[src/rtl/ro_icache.sv]
// Direct-mapped read-only instruction cache: same-cycle hit data, single-line refill on a miss.
// Define ICACHE_FWD_EN to forward the refill word to the processor in the cycle mem_ready arrives.
module ro_icache #(
  parameter int NUM_BLOCKS = 8
) (
  input  logic         clk,
  input  logic         rst,
  input  logic         proc_read,
  input  logic [29:0]  proc_addr,
  output logic [31:0]  proc_rdata,
  output logic         proc_stall,
  output logic         mem_read,
  output logic [27:0]  mem_addr,
  input  logic [127:0] mem_rdata,
  input  logic         mem_ready
);

  localparam int IDX_W = $clog2(NUM_BLOCKS);
  localparam int TAG_W = 28 - IDX_W;

  localparam logic [0:0] S_IDLE  = 1'b0;
  localparam logic [0:0] S_ALLOC = 1'b1;

  logic [0:0]            state;
  logic [NUM_BLOCKS-1:0] valid;
  logic [TAG_W-1:0]      tag_mem  [NUM_BLOCKS];
  logic [127:0]          data_mem [NUM_BLOCKS];

  logic [IDX_W-1:0] req_idx;
  logic [TAG_W-1:0] req_tag;
  logic [IDX_W-1:0] fill_idx;
  logic [TAG_W-1:0] fill_tag;
  logic [127:0]     req_line;
  logic [31:0]      hit_word;
  logic             hit;
  logic             fill;

  assign req_idx  = proc_addr[IDX_W+1:2];
  assign req_tag  = proc_addr[29:IDX_W+2];
  // The refill target comes from the registered block address, so it stays correct if the request drops.
  assign fill_idx = mem_addr[IDX_W-1:0];
  assign fill_tag = mem_addr[27:IDX_W];

  assign req_line = data_mem[req_idx];
  assign hit_word = req_line[{proc_addr[1:0], 5'b0} +: 32];
  assign hit      = proc_read && valid[req_idx] && (tag_mem[req_idx] == req_tag);
  assign fill     = (state == S_ALLOC) && mem_ready;

  // NOTE: every output gets a default before the branches, so no latch is inferred.
  always_comb begin
    proc_stall = 1'b0;
    proc_rdata = '0;
    if (proc_read) begin
      if (state == S_ALLOC) begin
`ifdef ICACHE_FWD_EN
        if (mem_ready) begin
          proc_rdata = mem_rdata[{proc_addr[1:0], 5'b0} +: 32];
        end else begin
          proc_stall = 1'b1;
        end
`else
        proc_stall = 1'b1;
`endif
      end else if (hit) begin
        proc_rdata = hit_word;
      end else begin
        proc_stall = 1'b1;
      end
    end
  end

  // NOTE: sequential state uses non-blocking assignments so every flop samples pre-edge values.
  always_ff @(posedge clk or posedge rst) begin
    if (rst) begin
      state    <= S_IDLE;
      mem_read <= 1'b0;
      mem_addr <= '0;
      valid    <= '0;
    end else if (state == S_IDLE) begin
      if (proc_read && !hit) begin
        state    <= S_ALLOC;
        mem_read <= 1'b1;
        mem_addr <= proc_addr[29:2];
      end
    end else if (mem_ready) begin
      state           <= S_IDLE;
      mem_read        <= 1'b0;
      valid[fill_idx] <= 1'b1;
    end
  end

  // NOTE: tag and data arrays are not reset; the valid bits alone decide whether a line may hit.
  always_ff @(posedge clk) begin
    if (fill) begin
      tag_mem[fill_idx]  <= fill_tag;
      data_mem[fill_idx] <= mem_rdata;
    end
  end

endmodule
[config.mk]
export PLATFORM = sky130hd
export DESIGN_NAME = ro_icache
export DESIGN_NICKNAME = d
export VERILOG_FILES = /design/src/rtl/ro_icache.sv
export SDC_FILE = /design/constraint.sdc
export NUM_CORES = 1
export LEC_CHECK = 0
export BUFFER_PORTS_ARGS = -buffer_cell sky130_fd_sc_hd__buf_4
export CORE_MARGIN = 2
export CORE_UTILIZATION = 58
export DETAILED_ROUTE_END_ITERATION = 12
export GPL_TIMING_DRIVEN = 0
export HOLD_SLACK_MARGIN = 0.1
export PLACE_DENSITY_LB_ADDON = 0.1
export SLEW_MARGIN = 40
export SYNTH_ARGS = -nofsm -noshare
export SYNTH_HDL_FRONTEND = slang
export SYNTH_SLANG_ARGS = --single-unit
[constraint.sdc]
create_clock -name clk -period 15.67 [get_ports clk]
set_input_delay 1.567 -clock clk [delete_from_list [all_inputs] [get_ports clk]]
set_output_delay 1.567 -clock clk [all_outputs]
set_load 0.02 [all_outputs]
== After elaboration in Yosys (flattened, before gate mapping) ==
Memory sizes are Yosys's and may differ from the RTL's.
Index checks and enable logic that the tools add are counted.

* Reduce and logical (&&, ||, !) cells: 10
* Equal/unequal tests: 2
* Muxes and demuxes: 18
* Shift operators: 1
* Bitwise gates (word level): 2
* Order comparisons: 3

{| class="wikitable"
|+ Operators with widths
! operator !! count
|-
| $shiftx 128x8->32 || 1
|-
| $mux 32 || 3
|-
| $eq 25x25->1 || 1
|-
| $mux 1 || 13
|-
| $lt 3x4->1 const B || 2
|-
| $or 8x8->8 || 1
|-
| $reduce_and 2->1 || 3
|-
| $logic_and 1x1->1 || 5
|-
| $bmux 1 s3 || 1
|-
| $demux 1 s3 || 1
|-
| $ge 3x1->1 const B || 1
|-
| $ne 2x2->1 const B || 1
|-
| $reduce_bool 2->1 || 1
|-
| $logic_not 1->1 || 1
|-
| $not 1->1 || 1
|}

* Memory bits (writable): 1224
* Bits of input ports: 162
* Flip-flop bits (word level): 38
* Logic and storage cells: 42
* Memories: 2
* Output and inout bits: 62

{| class="wikitable"
|+ Memories
! memory !! words !! width !! rd ports !! clocked after Yosys merged registers in !! wr ports !! RTL line !! text
|-
| data_mem || 8 || 128 || 1 || 0 || 1 || 27 || <nowiki>logic [127:0] data_mem [NUM_BLOCKS];</nowiki>
|-
| tag_mem || 8 || 25 || 1 || 0 || 1 || 26 || <nowiki>logic [TAG_W-1:0] tag_mem [NUM_BLOCKS];</nowiki>
|}

== Logic depth before layout (Yosys ltp) ==
Gate-level depths: netlist of run 1.

* Depth in word-level cells: 8
* Mapped depth: 13
* Gate-level depth less buffers: 8

== Least setup slack after synthesis of run 1 ==
OpenSTA, ideal clock, no wires.

* Kind: in2reg
* Start: in mem_ready
* End: reg valid[0]
* Data required time: 15539 ps
* Data arrival time: 13221 ps
* Cell stages on the path: 4
* Path slack: 2318 ps
* Library setup time: 131 ps
* Path through: nand2_1 -> or2_2 -> nor3_1 -> or2_2

* Word-level cells in the longest chain between the ends: 1

{| class="wikitable"
|+ Ends and longest elaborated chain
! item !! RTL line !! text
|-
| start: declaration || 15 || <nowiki>input logic mem_ready</nowiki>
|-
| $reduce_and 2->1 (no line) || -- ||
|-
| end signal: assignment || 78 || <nowiki>valid <= '0;</nowiki>
|-
| end signal: indexed assignment || 88 || <nowiki>valid[fill_idx] <= 1'b1;</nowiki>
|-
| end: declaration || 25 || <nowiki>logic [NUM_BLOCKS-1:0] valid;</nowiki>
|}

Every way passes these cells.
A chain may end at the register's enable or synchronous reset.

== Worst setup path in the final report of run 1 ==
* Start: in proc_addr[3]
* End: out proc_rdata[0]

* Word-level cells in the longest chain between the ends: 7

{| class="wikitable"
|+ Ends and longest elaborated chain
! item !! RTL line !! text
|-
| start: declaration || 9 || <nowiki>input logic [29:0] proc_addr,</nowiki>
|-
| parallel branches: the longest is 4 deep, another holds $mem_v2 8x128 || -- ||
|-
| $mux 32 * || 64 || <nowiki>end else if (hit) begin</nowiki>
|-
| $mux 32 * || 54 || <nowiki>if (state == S_ALLOC) begin</nowiki>
|-
| $mux 32 * || 53 || <nowiki>if (proc_read) begin</nowiki>
|-
| end: declaration || 10 || <nowiki>output logic [31:0] proc_rdata,</nowiki>
|}

Mark *: on every way between the ends. The select of a mux whose other input is x is not followed.

==> results of run 1 <==
## cell usage after synthesis (4+ instances only)
| cell | number | area (sq um) |
|---|---|---|
| nand2b_1 | 4 | 25.0 |
| xor2_1 | 12 | 105 |
| a21oi_1 | 6 | 30.0 |
| buf_2 | 38 | 190 |
| a22oi_1 | 10 | 75.1 |
| buf_6 | 6 | 67.6 |
| mux2i_1 | 81 | 811 |
| and3_1 | 6 | 37.5 |
| a22o_1 | 6 | 52.6 |
| o22ai_1 | 5 | 31.3 |
| or3_1 | 5 | 31.3 |
| nor2_1 | 40 | 150 |
| dfrtp_1 | 38 | 951 |
| mux4_2 | 348 | 7840 |
| o21ai_0 | 8 | 40.0 |
| nand3_1 | 4 | 20.0 |
| or2_2 | 9 | 56.3 |
| mux2_2 | 25 | 282 |
| buf_1 | 12 | 45.0 |
| nand2_1 | 12 | 45.0 |
| edfxtp_1 | 1224 | 36800 |
| mux2_1 | 14 | 158 |
| clkbuf_1 | 39 | 146 |
## through the flow
step                      utilization (%)  setup slack (ns)
after floorplan                         -              2.32
after global placement               62.3             -9.13
after detailed placement             64.8              8.68
after CTS                            69.9              8.64
after global routing                 70.0              8.54
final                                70.0              8.70
## area by class of cell
class,count,area [sq um]
diodes,5,12.5
plain buffers,98,513
clock buffers,164,3520
clock inverters,69,662
fillers,4825,24700
inverters,3,13.8
multi-input cells,619,10000
flip-flops and latches,1262,37700
well taps,1070,1340
repair buffers,361,3670
## how the worst max path moves through the flow
stage	cells after the start	to	start	slack, ns
3_3_place_gp	5	valid[0]	mem_ready	-9.13
3_5_place_dp	13	proc_rdata[30]	proc_addr[3]	8.68
6_report	12	proc_rdata[0]	proc_addr[3]	8.70
5_1_grt	12	proc_rdata[0]	proc_addr[3]	8.54
2_1_floorplan	4	valid[0]	mem_ready	2.32
4_1_cts	13	proc_rdata[30]	proc_addr[3]	8.64
## state kept, by name (all words and copies together) (netlist names)
| name | flops |
|---|---|
| data_mem | 1024 |
| tag_mem | 200 |
| mem_addr | 28 |
| valid | 8 |
| mem_read | 1 |
| state | 1 |
## metal layers
layer  share of wire [%]  routed length (microns)
met4                 2.7                     3010
met2                  50                    55500
met3                 7.6                     8460
met5               0.098                      109
met1                  40                    44200
## power by group
group          switching (uW)  internal, uW
Clock                    1260          1760
Sequential               70.1          3880
Combinational             322           267
## worst max-delay path, stage by stage
cell and delay, ns:
buf_2 0.32, buf_2 0.39, mux4_2 0.36, mux2i_1 0.25, xor2_1 0.18, o21ai_0 0.14, nor4_1 0.38, nand4_1 0.39
or3b_1 0.48, buf_2 0.27, nor2_1 0.42, buf_4 0.23
## logic make-up after synthesis
| kind of cell | synth area share, % |
|---|---|
| xor+xnor | 0.255 |
| mux | 18.9 |
| flops | 78.3 |
| buf+inv | 1.00 |
| simple gates | 0.959 |
| compound gates | 0.582 |
==> summary.txt, run 1 <==
Pwr
  – Total Power: 7560 uW
  – Power per Cell Area: 132 mW/mm^2
  – Pleak: 0.0192 uW
  – VDD IR-drop max: 119 uV

Detailed routing
  – Vias: 22900
  – Drt wl/cell: 30.5 microns
  – Routed Antenna Nets: 0
  – Residual DRC: 0
  – Routed WL: 111000 microns
  – Pre-Repair DR Iteration Count: 7
  – DRT iter0 DRCs: 2287
  – Vias per cell: 6.28

Global routing
  – Vias in the first global route: 23900
  – GR Util met3: 5.96%
  – Largest net degree at the start of global routing: 34
  – Initial antenna violation count: 12
  – Met1 usage: 37.2%
  – Gr ovfl total: 0
  – Layer carrying the most global-route usage: met2
  – Met2 GRT Util: 42.5%
  – Total track usage: 26.6%
  – First-pass GRT wire length: 161000 microns

Synthesis
  – Post-synth EDFFs: 1224
  – Gate Count Post-Synth: 1982
  – Syn_area_per_cell: 24.3 sq um
  – Yosys reg bits: 1262
  – Ys flop type: edfxtp_1
  – Synthesized Nets: 2144
  – Unique masters post-synth: 41
  – Synthesized cell area: 0.0481 sq mm
  – YS warnings: 0
  – Sequential cell area fraction in the yosys report: 78.3%
  – Async S/R FF share, synth: 3.01%

Critical path
  – Worst Path Required: 14.10 ns
  – Worst Setup Path Type: input pin to output pin
  – CP endpoint kind: output pin
  – FF-to-FF End: mem_addr[23]
  – R2R Path Start: tag_mem[6][4]
  – R2r setup slk: 12.27 ns
  – Worst setup SP type: input pin
  – Worst Path Max Fanout: 10
  – Worst path arrival time: 5.40 ns
  – R2R cell count: 9

STA
  – Hold Slack: 0.469 ns
  – Final hold vios: 0
  – Final-report max-slew violation count: 0
  – Final period utilization: 44.4%
  – Slew @ Worst Pin: 0.913 ns
  – Fmax: 144 MHz
  – Final Setup Violations: 0
  – RSZ-0062 raised after global routing: no
  – Max_slew headroom: 39.1%
  – Final Critical Period: 6.97 ns
  – Setup tns final: 0 ns
  – Skew final: 0.0218 ns

Cells and area
  – Share of layout cells above drive strength 1: 39.4%
  – Commonest non-fill, non-tap cells in the layout: edfxtp_1, mux4_2, buf_4
  – Synth-to-layout area growth: 19.3%
  – Nets@finish: 2637
  – Post-route insts no fill: 3651
  – Commonest non-fill, non-tap cell in the layout: edfxtp_1
  – Post-route cell area: 0.0574 sq mm

Clock network
  – CTS Buf Count: 130
  – CTS Hold Buffers Added: 0
  – Clk buf depth: 3
  – Post-CTS Setup Inserts: 0
  – Clock root cell: clkbuf_16
  – Post-CTS resize count: 0
  – TritonCTS Sinks: 1262
  – Clock tree from TritonCTS: built
  – Worst-Skew Late Latency: 0.71 ns
  – H-tree levels: 4
  – Clock Pin Slew Worst Setup and Hold Paths: 0.06 ns

Floorplanning
  – Core Region: 0.0821 sq mm
  – Initial core utilization: 58.6%
  – Die ar.: 0.0853 sq mm
  – Io pins: 224
  – Row count: 105
  – Die H: 292 microns
  – Die Width: 292 microns

Placement
  – Hpwl dp: 74800 microns
  – RD Place Congestion: 0.757
  – # port buffers: 219
  – Cell total after placement: 3413
  – Post-DP Area: 0.0532 sq mm

Min path
  – Min-delay worst type: register to register
  – Hold path startpoint: valid[2]
  – Min-Delay Path Depth: 1
  – WHS Endpoint: valid[2]

Flow run
  – Max Cap Viol: 0

Run status
  – Status: finished, final reports clean
(Power assumes the default switching activity.)
==> run 2, diff against run 1 <==
CORE_UTILIZATION = 55   (was 58)
clock period = 5.79 ns   (was 15.67 ns; I/O delays follow)
==> summary.txt, run 2 (synthesis gave the netlist of run 1 again) <==
Detailed routing
  – Pre-Repair DR Iteration Count: 5 (-2)
  – Routed WL: 114000 microns (+2.2%)
  – Residual DRC: 0 (unchanged)
  – DRT iter0 DRCs: 2238 (-2.1%)
  – Routed Antenna Nets: 0 (unchanged)
  – Drt wl/cell: 29.3 microns (-3.8%)
  – Vias per cell: 6.03 (-4.0%)
  – Vias: 23400 (+1.9%)

STA
  – Hold Slack: 0.138 ns (-0.331 ns)
  – Slew @ Worst Pin: 0.884 ns (-0.0292 ns)
  – Final Critical Period: 4.99 ns
  – Max_slew headroom: 41.0% (+1.9 points)
  – Final hold vios: 0 (unchanged)
  – Fmax: 200 MHz
  – Final-report max-slew violation count: 0 (unchanged)
  – Skew final: 0.0265 ns (+0.00478 ns)
  – Final period utilization: 86.2%
  – RSZ-0062 raised after global routing: no
  – Final Setup Violations: 0 (unchanged)

Critical path
  – R2R Path Start: tag_mem[1][1]
  – FF-to-FF End: mem_addr[23]
  – Worst Path Required: 5.21 ns (-8.89 ns)
  – R2R cell count: 9 (unchanged)
  – Cells along the critical path: buf_6, buf_4, buf_2, clkbuf_1, buf_2, mux4_2, mux4_2, mux2i_1, nor2_1, buf_4
  – Worst Path Max Fanout: 10 (unchanged)
  – Worst setup SP type: input pin
  – Worst path arrival time: 4.41 ns (-0.99 ns)
  – CP endpoint kind: output pin
  – Buf/Inv on CP: 6 (+2)
  – Crit-path max cell delay: 0.65 ns (+0.17 ns)
  – Slowest CP cell: clkbuf_1
  – Top delay family on crit path: buffers and inverters
  – R2r setup slk: 2.58 ns (-9.69 ns)
  – Worst Setup Path Type: input pin to output pin

Pwr
  – Switching share of power: 21.6% (-0.16 points)
  – Total Power: 20700 uW (+170%)
  – Proportion of power drawn by the clock network: 40.0% (about the same)
  – Pleak: 0.0198 uW (+3.2%)
  – Power per Cell Area: 349 mW/mm^2 (+160%)
  – P_sw: 4480 uW (+170%)
  – Logic pwr share: 8.3% (+0.5 points)
  – Pint: 16200 uW (+170%)
  – Seq pwr share: 51.7% (-0.6 points)
  – VDD IR-drop max: 307 uV (+160%)

Floorplanning
  – Die H: 300 microns (+2.7%)
  – Row count: 108 (+2.9%)
  – Io pins: 224 (unchanged)
  – Initial core utilization: 55.5% (-3.1 points)
  – Die ar.: 0.0899 sq mm (+5.4%)
  – Die Width: 300 microns (+2.7%)
  – Core Region: 0.0868 sq mm (+5.7%)

Cells and area
  – Commonest non-fill, non-tap cell in the layout: edfxtp_1
  – FF+latch area: 0.0377 sq mm (unchanged)
  – Commonest non-fill, non-tap cells in the layout: edfxtp_1, mux4_2, buf_4
  – Fillers: 5463 (+13%)
  – Max FFs per register: 1024 (unchanged)
  – Biggest register: data_mem
  – Multi-input gate area: 0.0100 sq mm (+0.12%)
  – Synth-to-layout area growth: 23.3%
  – Nets@finish: 2778 (+5.3%)
  – Share of layout cells above drive strength 1: 36.6% (-2.8 points)
  – Largest registers: data_mem x1024, tag_mem x200, mem_addr x28

Global routing
  – First-pass GRT wire length: 166000 microns (+2.9%)
  – Largest net degree at the start of global routing: 34 (unchanged)
  – Total track usage: 25.9% (-0.74 points)
  – Initial antenna violation count: 8 (-4)
  – Met2 GRT Util: 42.9% (+0.37 points)
  – Vias in the first global route: 24700 (+3.2%)
  – GR Util met3: 5.17% (-0.79 points)
  – Met1 usage: 36.0% (-1.2 points)
  – Layer carrying the most global-route usage: met2
  – Gr ovfl total: 0 (unchanged)

Clock network
  – CTS Hold Buffers Added: 154 (+154)
  – Clk buf depth: 3 (unchanged)
  – Post-CTS resize count: 0 (unchanged)
  – TritonCTS Sinks: 1262 (unchanged)
  – CTS Buf Count: 132 (+1.5%)
  – H-tree levels: 4 (unchanged)
  – Clock Pin Slew Worst Setup and Hold Paths: 0.06 ns (about the same)
  – Worst-Skew Late Latency: 0.73 ns (+0.02 ns)
  – Clock root cell: clkbuf_16
  – Post-CTS Setup Inserts: 0 (unchanged)
  – Clock tree from TritonCTS: built

Min path
  – Min-Delay Path Depth: 2 (+1)
  – WHS Endpoint: mem_addr[11]
  – Hold path startpoint: proc_addr[13]
  – Min-delay worst type: input pin to register

Placement
  – Hpwl dp: 76700 microns (+2.5%)
  – RD Place Congestion: 0.810 (+7.1%)
  – # port buffers: 219 (unchanged)

Run status
  – Status: finished, final reports clean

Flow run
  – Max Cap Viol: 0 (unchanged)
-- run 2: cell count changes in the layout (fill, tap and decap cells not counted), moves of 5 or more --
cell,delta
dlygate4sd3_1,+154
buf_4,-30
clkinv_2,-14
buf_2,-27
inv_6,+5
buf_6,+35
clkbuf_1,+11
-- run 2: worst max-delay path by stage --
stage | from | depth (start not counted) | end | slack [ns]
after global placement | mem_ready | 5 | valid[2] | -9.87
after global routing | proc_addr[2] | 10 | proc_rdata[19] | 0.66
after floorplan | mem_ready | 4 | valid[2] | -2.32
after CTS | proc_addr[3] | 9 | proc_rdata[19] | 0.83
final | proc_addr[2] | 10 | proc_rdata[19] | 0.80
after detailed placement | proc_addr[2] | 10 | proc_rdata[19] | 0.88
-- run 2: layout make-up --
| class | count | share of cell area, % |
|---|---|---|
| well taps | 1155 | 2.43 |
| plain buffers | 98 | 0.864 |
| inverters | 3 | 0.0232 |
| multi-input cells | 619 | 16.9 |
| repair buffers | 500 | 9.10 |
| clock buffers | 180 | 6.13 |
| diodes | 5 | 0.0211 |
| flip-flops and latches | 1262 | 63.5 |
| clock inverters | 56 | 1.02 |
-- run 2: power by group through the flow --
stage / Combinational [uW] / Clock (uW) / Sequential (uW)
after floorplan: 769 / 0 / 11000
after global placement: 1420 / 0 / 11000
after detailed placement: 1630 / 0 / 10900
after CTS: 1740 / 8410 / 10700
after global routing: 1810 / 8760 / 10700
final: 1710 / 8280 / 10700
-- run 2: through the flow --
step                      setup TNS [ns]  instance area, sq um  util [%]  worst slack, ns  instances
final                                  0                 59400      68.4            0.799       3878
after global routing                   0                 59300      68.4            0.659       3875
after global placement                 -                 51200      59.1            -9.87       3356
after detailed placement               0                 53600      61.7            0.877       3483
after floorplan                 -2423.64                 48200         -            -2.32       1982
after CTS                              0                 59300      68.4            0.827       3873
-- run 2: routing by layer --
layer | wire length [microns] | share of wire [%]
met4 | 2240 | 2.0
met1 | 46100 | 41
met3 | 8120 | 7.1
met5 | 59 | 0.052
met2 | 57200 | 50
